### config.mk
export PLATFORM = sky130hd
export DESIGN_NAME = delay_pipe_flat
export DESIGN_NICKNAME = d
export VERILOG_FILES = /design/src/rtl/delay_pipe_pkg.sv /design/src/rtl/delay_pipe_if.sv /design/src/rtl/delay_pipe_stage.sv /design/src/rtl/delay_pipe.sv /design/src/flat_wrapper.sv
export SDC_FILE = /design/constraint.sdc
export NUM_CORES = 1
export LEC_CHECK = 0
export ABC_CLOCK_PERIOD_IN_PS = 1750
export BUFFER_PORTS_ARGS = -buffer_cell sky130_fd_sc_hd__buf_2
export CORE_AREA = 2 2 39 41
export DETAILED_ROUTE_END_ITERATION = 6
export DIE_AREA = 0 0 41 43
export MAX_ROUTING_LAYER = met4
export PLACE_DENSITY = 0.54
export REMOVE_ABC_BUFFERS = 1
export SYNTH_ARGS = -nofsm -noshare
export SYNTH_HDL_FRONTEND = slang
export SYNTH_HIERARCHICAL = 1
export SYNTH_SLANG_ARGS = --single-unit
### constraint.sdc
create_clock -name clk -period 1.75 [get_ports clk]
set_input_delay 0.35 -clock clk [delete_from_list [all_inputs] [get_ports clk]]
set_output_delay 0.35 -clock clk [all_outputs]
set_load 0.005 [all_outputs]
### src/rtl/delay_pipe_pkg.sv
// delay_pipe_pkg: shared defaults and width helpers for the delay_pipe slice
// Exports: WIDTH_DEF/DEPTH_DEF/LANES_DEF, word_def_t, occ_w(), word_w()
package delay_pipe_pkg;
    localparam int WIDTH_DEF = 1;
    localparam int DEPTH_DEF = 3;
    localparam int LANES_DEF = 1;
    typedef logic [LANES_DEF*WIDTH_DEF-1:0] word_def_t;
    function automatic int occ_w(input int depth);
        return $clog2(depth + 1);
    endfunction
    function automatic int word_w(input int width, input int lanes);
        return width * lanes;
    endfunction
endpackage

### src/rtl/delay_pipe_if.sv
// delay_pipe_if: bundles the delay_pipe data path, control and status signals
// master: drives in_valid/in_data/stall/flush, observes in_ready/out_valid/out_data/occupancy
// slave : the pipe itself, the mirror image of master
interface delay_pipe_if
    import delay_pipe_pkg::*;
#(
    parameter int WIDTH = WIDTH_DEF,
    parameter int DEPTH = DEPTH_DEF,
    parameter int LANES = LANES_DEF
);
    logic                     in_valid;
    logic [LANES*WIDTH-1:0]   in_data;
    logic                     in_ready;
    logic                     stall;
    logic                     flush;
    logic                     out_valid;
    logic [LANES*WIDTH-1:0]   out_data;
    logic [occ_w(DEPTH)-1:0]  occupancy;
    modport master (output in_valid, in_data, stall, flush,
                    input  in_ready, out_valid, out_data, occupancy);
    modport slave  (input  in_valid, in_data, stall, flush,
                    output in_ready, out_valid, out_data, occupancy);
endinterface

### src/rtl/delay_pipe_stage.sv
// delay_pipe_stage: one valid+data register of the delay line
// Ports: clk, rst_n (async active-low), stall_i (hold), flush_i (clear, beats stall),
//        valid_i/data_i from previous stage, valid_o/data_o to next stage
module delay_pipe_stage #(
    parameter int W = 8
) (
    input  logic         clk,
    input  logic         rst_n,
    input  logic         stall_i,
    input  logic         flush_i,
    input  logic         valid_i,
    input  logic [W-1:0] data_i,
    output logic         valid_o,
    output logic [W-1:0] data_o
);
    logic         valid_q, valid_d;
    logic [W-1:0] data_q, data_d;
    // Data is zeroed whenever valid is low so empty stages never carry stale words.
    always_comb begin
        valid_d = flush_i ? 1'b0 : stall_i ? valid_q : valid_i;
        data_d  = flush_i ? '0 : stall_i ? data_q : valid_i ? data_i : '0;
    end
    always_ff @(posedge clk or negedge rst_n) begin
        if (!rst_n) begin
            valid_q <= 1'b0;
            data_q  <= '0;
        end else begin
            valid_q <= valid_d;
            data_q  <= data_d;
        end
    end
    assign valid_o = valid_q;
    assign data_o  = data_q;
endmodule

### src/rtl/delay_pipe.sv
// delay_pipe: LANES x WIDTH registered delay line of DEPTH stages with stall, flush and occupancy
// Ports: clk, rst_n (async active-low), bus (delay_pipe_if.slave: in_valid/in_data/in_ready,
//        stall, flush, out_valid/out_data, occupancy)
// Build option: DELAY_PIPE_SVA_EN embeds latency/occupancy/data-invariant assertions.
module delay_pipe
    import delay_pipe_pkg::*;
#(
    parameter int WIDTH = WIDTH_DEF,
    parameter int DEPTH = DEPTH_DEF,
    parameter int LANES = LANES_DEF
) (
    input logic          clk,
    input logic          rst_n,
    delay_pipe_if.slave  bus
);
    localparam int LW = word_w(WIDTH, LANES);
    localparam int OW = occ_w(DEPTH);
    logic [DEPTH:0]         vld;
    logic [DEPTH:0][LW-1:0] dat;
    logic [OW-1:0]          occ_q, occ_d;
    assign vld[0] = bus.in_valid;
    assign dat[0] = bus.in_data;
    for (genvar i = 0; i < DEPTH; i++) begin : g_stage
        delay_pipe_stage #(.W(LW)) u_stage (
            .clk     (clk),
            .rst_n   (rst_n),
            .stall_i (bus.stall),
            .flush_i (bus.flush),
            .valid_i (vld[i]),
            .data_i  (dat[i]),
            .valid_o (vld[i+1]),
            .data_o  (dat[i+1])
        );
    end
    // Tracked incrementally; cannot overflow since a full pipe always drops a word when it accepts one.
    always_comb occ_d = bus.flush ? '0 : bus.stall ? occ_q : occ_q + OW'(bus.in_valid) - OW'(vld[DEPTH]);
    always_ff @(posedge clk or negedge rst_n) begin
        if (!rst_n) occ_q <= '0;
        else        occ_q <= occ_d;
    end
    assign bus.in_ready  = rst_n && !bus.stall;
    assign bus.out_valid = vld[DEPTH];
    assign bus.out_data  = dat[DEPTH];
    assign bus.occupancy = occ_q;
`ifdef DELAY_PIPE_SVA_EN
    // adv_q[j] remembers whether the pipe advanced j+1 edges ago; only the
    // DEPTH-1 edges after acceptance matter for the latency check.
    localparam logic [DEPTH-1:0] ADV_MASK = DEPTH'((64'd1 << (DEPTH - 1)) - 64'd1);
    logic             adv;
    logic [DEPTH-1:0] adv_q;
    logic             clean;
    assign adv   = !bus.stall && !bus.flush;
    assign clean = &(adv_q | ~ADV_MASK);
    always_ff @(posedge clk or negedge rst_n) begin
        if (!rst_n) adv_q <= '0;
        else        adv_q <= DEPTH'({adv_q, adv});
    end
    a_latency: assert property (@(posedge clk) disable iff (!rst_n)
        $past(bus.in_valid && bus.in_ready && adv, DEPTH) && clean
        |-> bus.out_valid && bus.out_data == $past(bus.in_data, DEPTH));
    a_occ_pop: assert property (@(posedge clk) disable iff (!rst_n)
        bus.occupancy == OW'($countones(vld[DEPTH:1])));
    a_zero_data: assert property (@(posedge clk) disable iff (!rst_n)
        !bus.out_valid |-> bus.out_data == '0);
    a_occ_max: assert property (@(posedge clk) disable iff (!rst_n)
        bus.occupancy <= OW'(DEPTH));
    a_flush: assert property (@(posedge clk) disable iff (!rst_n)
        bus.flush |=> bus.occupancy == '0 && !bus.out_valid);
`endif
endmodule
### src/flat_wrapper.sv
// flat-port wrapper written by rule: the top's interface ports become plain ports
module delay_pipe_flat import delay_pipe_pkg::*;
#(
    parameter int WIDTH = WIDTH_DEF,
    parameter int DEPTH = DEPTH_DEF,
    parameter int LANES = LANES_DEF
)
  (clk, rst_n, bus_in_valid, bus_in_data, bus_stall, bus_flush, bus_in_ready, bus_out_valid, bus_out_data, bus_occupancy);
  delay_pipe_if #(.WIDTH(WIDTH), .DEPTH(DEPTH), .LANES(LANES)) bus_i ();
  input logic clk;
  input logic rst_n;
  input wire logic [$bits(bus_i.in_valid)-1:0] bus_in_valid;
  input wire logic [$bits(bus_i.in_data)-1:0] bus_in_data;
  input wire logic [$bits(bus_i.stall)-1:0] bus_stall;
  input wire logic [$bits(bus_i.flush)-1:0] bus_flush;
  output wire logic [$bits(bus_i.in_ready)-1:0] bus_in_ready;
  output wire logic [$bits(bus_i.out_valid)-1:0] bus_out_valid;
  output wire logic [$bits(bus_i.out_data)-1:0] bus_out_data;
  output wire logic [$bits(bus_i.occupancy)-1:0] bus_occupancy;
  assign bus_i.in_valid = bus_in_valid;
  assign bus_i.in_data = bus_in_data;
  assign bus_i.stall = bus_stall;
  assign bus_i.flush = bus_flush;
  assign bus_in_ready = bus_i.in_ready;
  assign bus_out_valid = bus_i.out_valid;
  assign bus_out_data = bus_i.out_data;
  assign bus_occupancy = bus_i.occupancy;
  delay_pipe #(.WIDTH(WIDTH), .DEPTH(DEPTH), .LANES(LANES)) u_core (.clk(clk), .rst_n(rst_n), .bus(bus_i));
endmodule
; After elaboration in Yosys (flattened, before gate mapping)
; Cells that the tools add are included.
[totals]
ff_bits = 8
input_bits = 6
[classes]
n_addsub = 2
n_eq_ne = 1
n_mux = 17
reduce_logical = 2
[ops]
columns = cell, count
row1 = 1-bit two-way mux, 15
row2 = 2-bit two-way mux, 2
row3 = 2-bit by 1-bit adder with 2-bit output, 1
row4 = "2-bit by 1-bit != test with 1-bit output, second input constant", 1
row5 = 2-bit by 1-bit subtractor with 2-bit output, 1
row6 = 1-bit logical AND, 1
row7 = 1-bit logical NOT, 1

; Longest topological paths before layout
[logic_depth]
word_depth = 4
ltp_mapped = 7

; Hierarchy
; The synthesis kept the hierarchy.
[modules_own_cells]
columns = module, instances, cells_each, area_per_inst_um2, seq_area_each_um2
row1 = delay_pipe_stage, 3, 7, 80.1, 50.0
row2 = delay_pipe, 1, 13, 127.6, 50.0

; Least setup slack after synthesis
; No wires, ideal clock.
[synth_timing]
path_type = register -> register
startpoint = register u_core.g_stage[2].u_stage.valid_q
endpoint = register u_core.occ_q[1], in the netlist u_core/bus.occupancy[1]
arrival_ps = 1407
required_ps = 1673
slack_ps = 266
path_stages_with_launch = 7
path_buffers = 0
synth_period_minus_slack_ps = 1484
cell_sequence = dfrtp_1 > ha_1 > inv_1 > ha_1 > xnor2_1 > or3_1 > a21oi_1
[synth_between]
elab_chain_len = 3
[synth_rtl]
columns = element, line_no
row1 = start: declaration, delay_pipe_stage.sv:16  ; logic valid_q, valid_d;
row2 = start signal: assignment, delay_pipe_stage.sv:28  ; valid_q <= valid_d;
row3 = 2-bit by 1-bit subtractor with 2-bit output, delay_pipe.sv:36  ; always_comb occ_d = bus.flush ? '0 : bus.stall ? occ_q : occ_q + OW'(bus.in_valid) - OW'(vld[DEPTH]);
row4 = 2-bit two-way mux (2 in series), delay_pipe.sv:36
row5 = end signal: assignment, delay_pipe.sv:38  ; if (!rst_n) occ_q <= '0;
row6 = end signal: assignment, delay_pipe.sv:39  ; else occ_q <= occ_d;
row7 = end: declaration, delay_pipe.sv:20  ; logic [OW-1:0] occ_q, occ_d;
; Every way passes these cells. The select of a mux whose other input is x is not followed.
; A chain may end at the register's enable or synchronous reset.

; Final worst setup path
[layout_timing]
startpoint = input port rst_n
endpoint = output port bus_in_ready
[layout_between]
elab_chain_len = 1
[layout_rtl]
columns = element, line_no
row1 = start: declaration, flat_wrapper.sv:11  ; input logic rst_n;
row2 = 1-bit logical AND, delay_pipe.sv:41  ; assign bus.in_ready = rst_n && !bus.stall;
row3 = end: declaration, flat_wrapper.sv:16  ; output wire logic [$bits(bus_i.in_ready)-1:0] bus_in_ready;
; Every way passes these cells.

==> impl_metrics.yaml <==
run_status:
  run_status: "complete, no violations"
finish:
  layout-area-overhead-vs-synth_pct: 28.6
  utilization_after_layout: 0.342
  antenna_cells_inserted: 0
  top_library_cells_by_usage_in_the_layout_fill_and_taps_aside: "buf_2 (9), dfrtp_1 (8), a21oi_1 (4), mux2i_1 (4), nor2_1 (4)"
  fill_cell_instance_count_of_the_final_layout: 150
  final_common_cell: "buf_2"
  layout.nets: 58
  drive_gt1_frac: 0.271
global_routing:
  largest_net_degree_at_the_start_of_global_routing: 14
  grt_antenna_before_repair: 0
  grt_overflow: 0
  first_global_vias: 251
  track_usage: 0.106
  first_pass_grt_wire_length_mm: 1.12
synth:
  syn_avg_cell_area_um2: 10.8
  instance_count_of_the_mapped_netlist: 34
  synth_seq_area_share: 0.544
  synth_cell_types: 12
  synth.ff_latch_count: 8
  synthesis.area_um2: 368
  synth-warning-count: 6
worst_setup_path:
  worst-endpoint-required_ps: 1400
  crit_arrival_ps: 1320
  worst_setup_path_end_kind: "output port"
  crit_path_max_fanout: 9
  r2r-start: "u_core/bus.occupancy[0]$_DFFE_PN0P_"
  crit_path_start_kind: "primary input"
  path_class: "primary input to output port"
  cp-startpoint: "rst_n"
clock_network:
  cts-root-to-sink-buffers: 2
  clock_insertion_delay_worst_skew_ps: 250
  cts_tree: "yes"
  clock_tree.htree_level_count: 1
  numCtsBuffers: 3
  cts_root_buf: "clkbuf_4"
  cts.sink_count: 8
  cts.clk_slew.worst_paths_ps: 50
placed_design:
  post-dp-hpwl_um: 511
  gp_congestion: 0.665
  numPortBuffers: 10
timing:
  fin_skew_ps: 4.08
  slew_headroom: 0.838
  report.final.setup_viol: 0
  worstMarginPinSlew_ps: 243
  grt_setup_unrepaired: "no"
  final.period_utilization: 0.956
  hold_violations: 0
  final.min_clock_period_ps: 1670
  fmax_mhz: 598
  fin_setup_tns_ps: 0
  final_max_slew_viol_count: 0
routing:
  wire_per_inst_um: 11.0
  final_ant_viol_nets: 0
  route.vias.total: 281
  detail_route.wirelength_um: 701
  detail_route.first_pass.iterations: 1
  drt_drc_violations_left: 0
  detailed_router_s_first_iteration_violation_count: 0
  viasPerCell: 4.39
power:
  static-leakage-power_uw: 0.000245
  ir_worst_vdd_mv: 0.477
  power.density_cell_area_nw_per_um2: 800
worst_hold_path:
  min_path_type: "primary input to register"
  hold_path_startpoint: "bus_flush"
floorplanning:
  coreArea_um2: 1380
  die_y_um: 43
  starting_density_of_the_core: 0.266
  placementRows: 14
  die_x_um: 41
  design.portCount: 11
  design.die.area_um2: 1760
run:
  drv.max_cap_violation_count: 0
[critical path: stages]
cell and delay, ps:
dlygate4sd3_1 540, buf_4 180, nor2b_1 130, buf_2 130
[flip-flops by register name, indices dropped and copies added, names as in the netlist]
register / flops
u_core/bus.occupancy: 2
u_core/g_stage.u_stage/valid_o: 3
u_core/g_stage.u_stage/data_o: 3
[final timing paths]
kind                                                                      to  slack, ps  cells past startpoint
worst max-delay path                                            bus_in_ready         80                      4
worst min-delay path            u_core/g_stage[1].u_stage/data_o$_DFFE_PN0P_        360                      2
worst max register to register           u_core/bus.occupancy[1]$_DFFE_PN0P_        220                      7
worst min register to register  u_core/g_stage[2].u_stage/data_o$_DFFE_PN0P_        530                      2
max in group asynchronous       u_core/g_stage[0].u_stage/data_o$_DFFE_PN0P_       1150                      2
min in group asynchronous       u_core/g_stage[1].u_stage/data_o$_DFFE_PN0P_        460                      2
[repair_timing]
item,in CTS,in global routing
setup buffers,0,0
endpoints found under the hold margin,8,0
hold buffers,1,0
setup endpoints to repair,0,1
resized for setup,0,2
[cell type report]
class / count / area, µm² / area share
Clock buffer: 3 / 22.5 / 0.0476
Inverter: 2 / 7.51 / 0.0159
Multi-Input combinational cell: 24 / 160 / 0.339
Sequential cell: 8 / 200 / 0.423
Tap cell: 16 / 20.0 / 0.0423
Timing Repair Buffer: 11 / 62.6 / 0.132
[report_power, final]
part	switching (µW)	internal (µW)
Clock	58.4	78.2
Combinational	23.3	21.7
Sequential	4.81	192
[routing by layer]
metal,track usage,wire [µm]
met5,-,0
met3,0.0785,48
met4,0.0600,0
met1,0.135,331
met2,0.119,321
[cells by family after synthesis]
logic type	synth area share
AND/OR/NAND/NOR	0.167
XOR/XNOR	0.0238
adder cells (fa/ha/maj)	0.0680
flip-flops	0.544
multiplexers	0.109
AO/OA/AOI/OAI	0.0680
buffers and inverters	0.0204
[cells in the mapped netlist]
master	count	area, µm²
a21oi_1	4	20.0
dfrtp_1	8	200
ha_1	2	25.0
inv_1	2	7.51
mux2i_1	4	40.0
nand2_1	3	11.3
nand3b_1	3	22.5
nor2_1	4	15.0
nor2b_1	1	6.26
o21ai_0	1	5.00
or3_1	1	6.26
xnor2_1	1	8.76
[through the flow]
step           hold slack [ps]  setup WS [ps]  cell area (µm²)  total power (µW)  cells
2_1_floorplan             54.4            266              368               219     34
3_3_place_gp               209            253              438               243     60
3_5_place_dp               207            239              438               243     60
4_1_cts                    362           36.6              470               386     64
5_1_grt                    374           32.7              473               402     64
6_report                   362           77.2              473               378     64
Power figures use the tool's default switching activity.
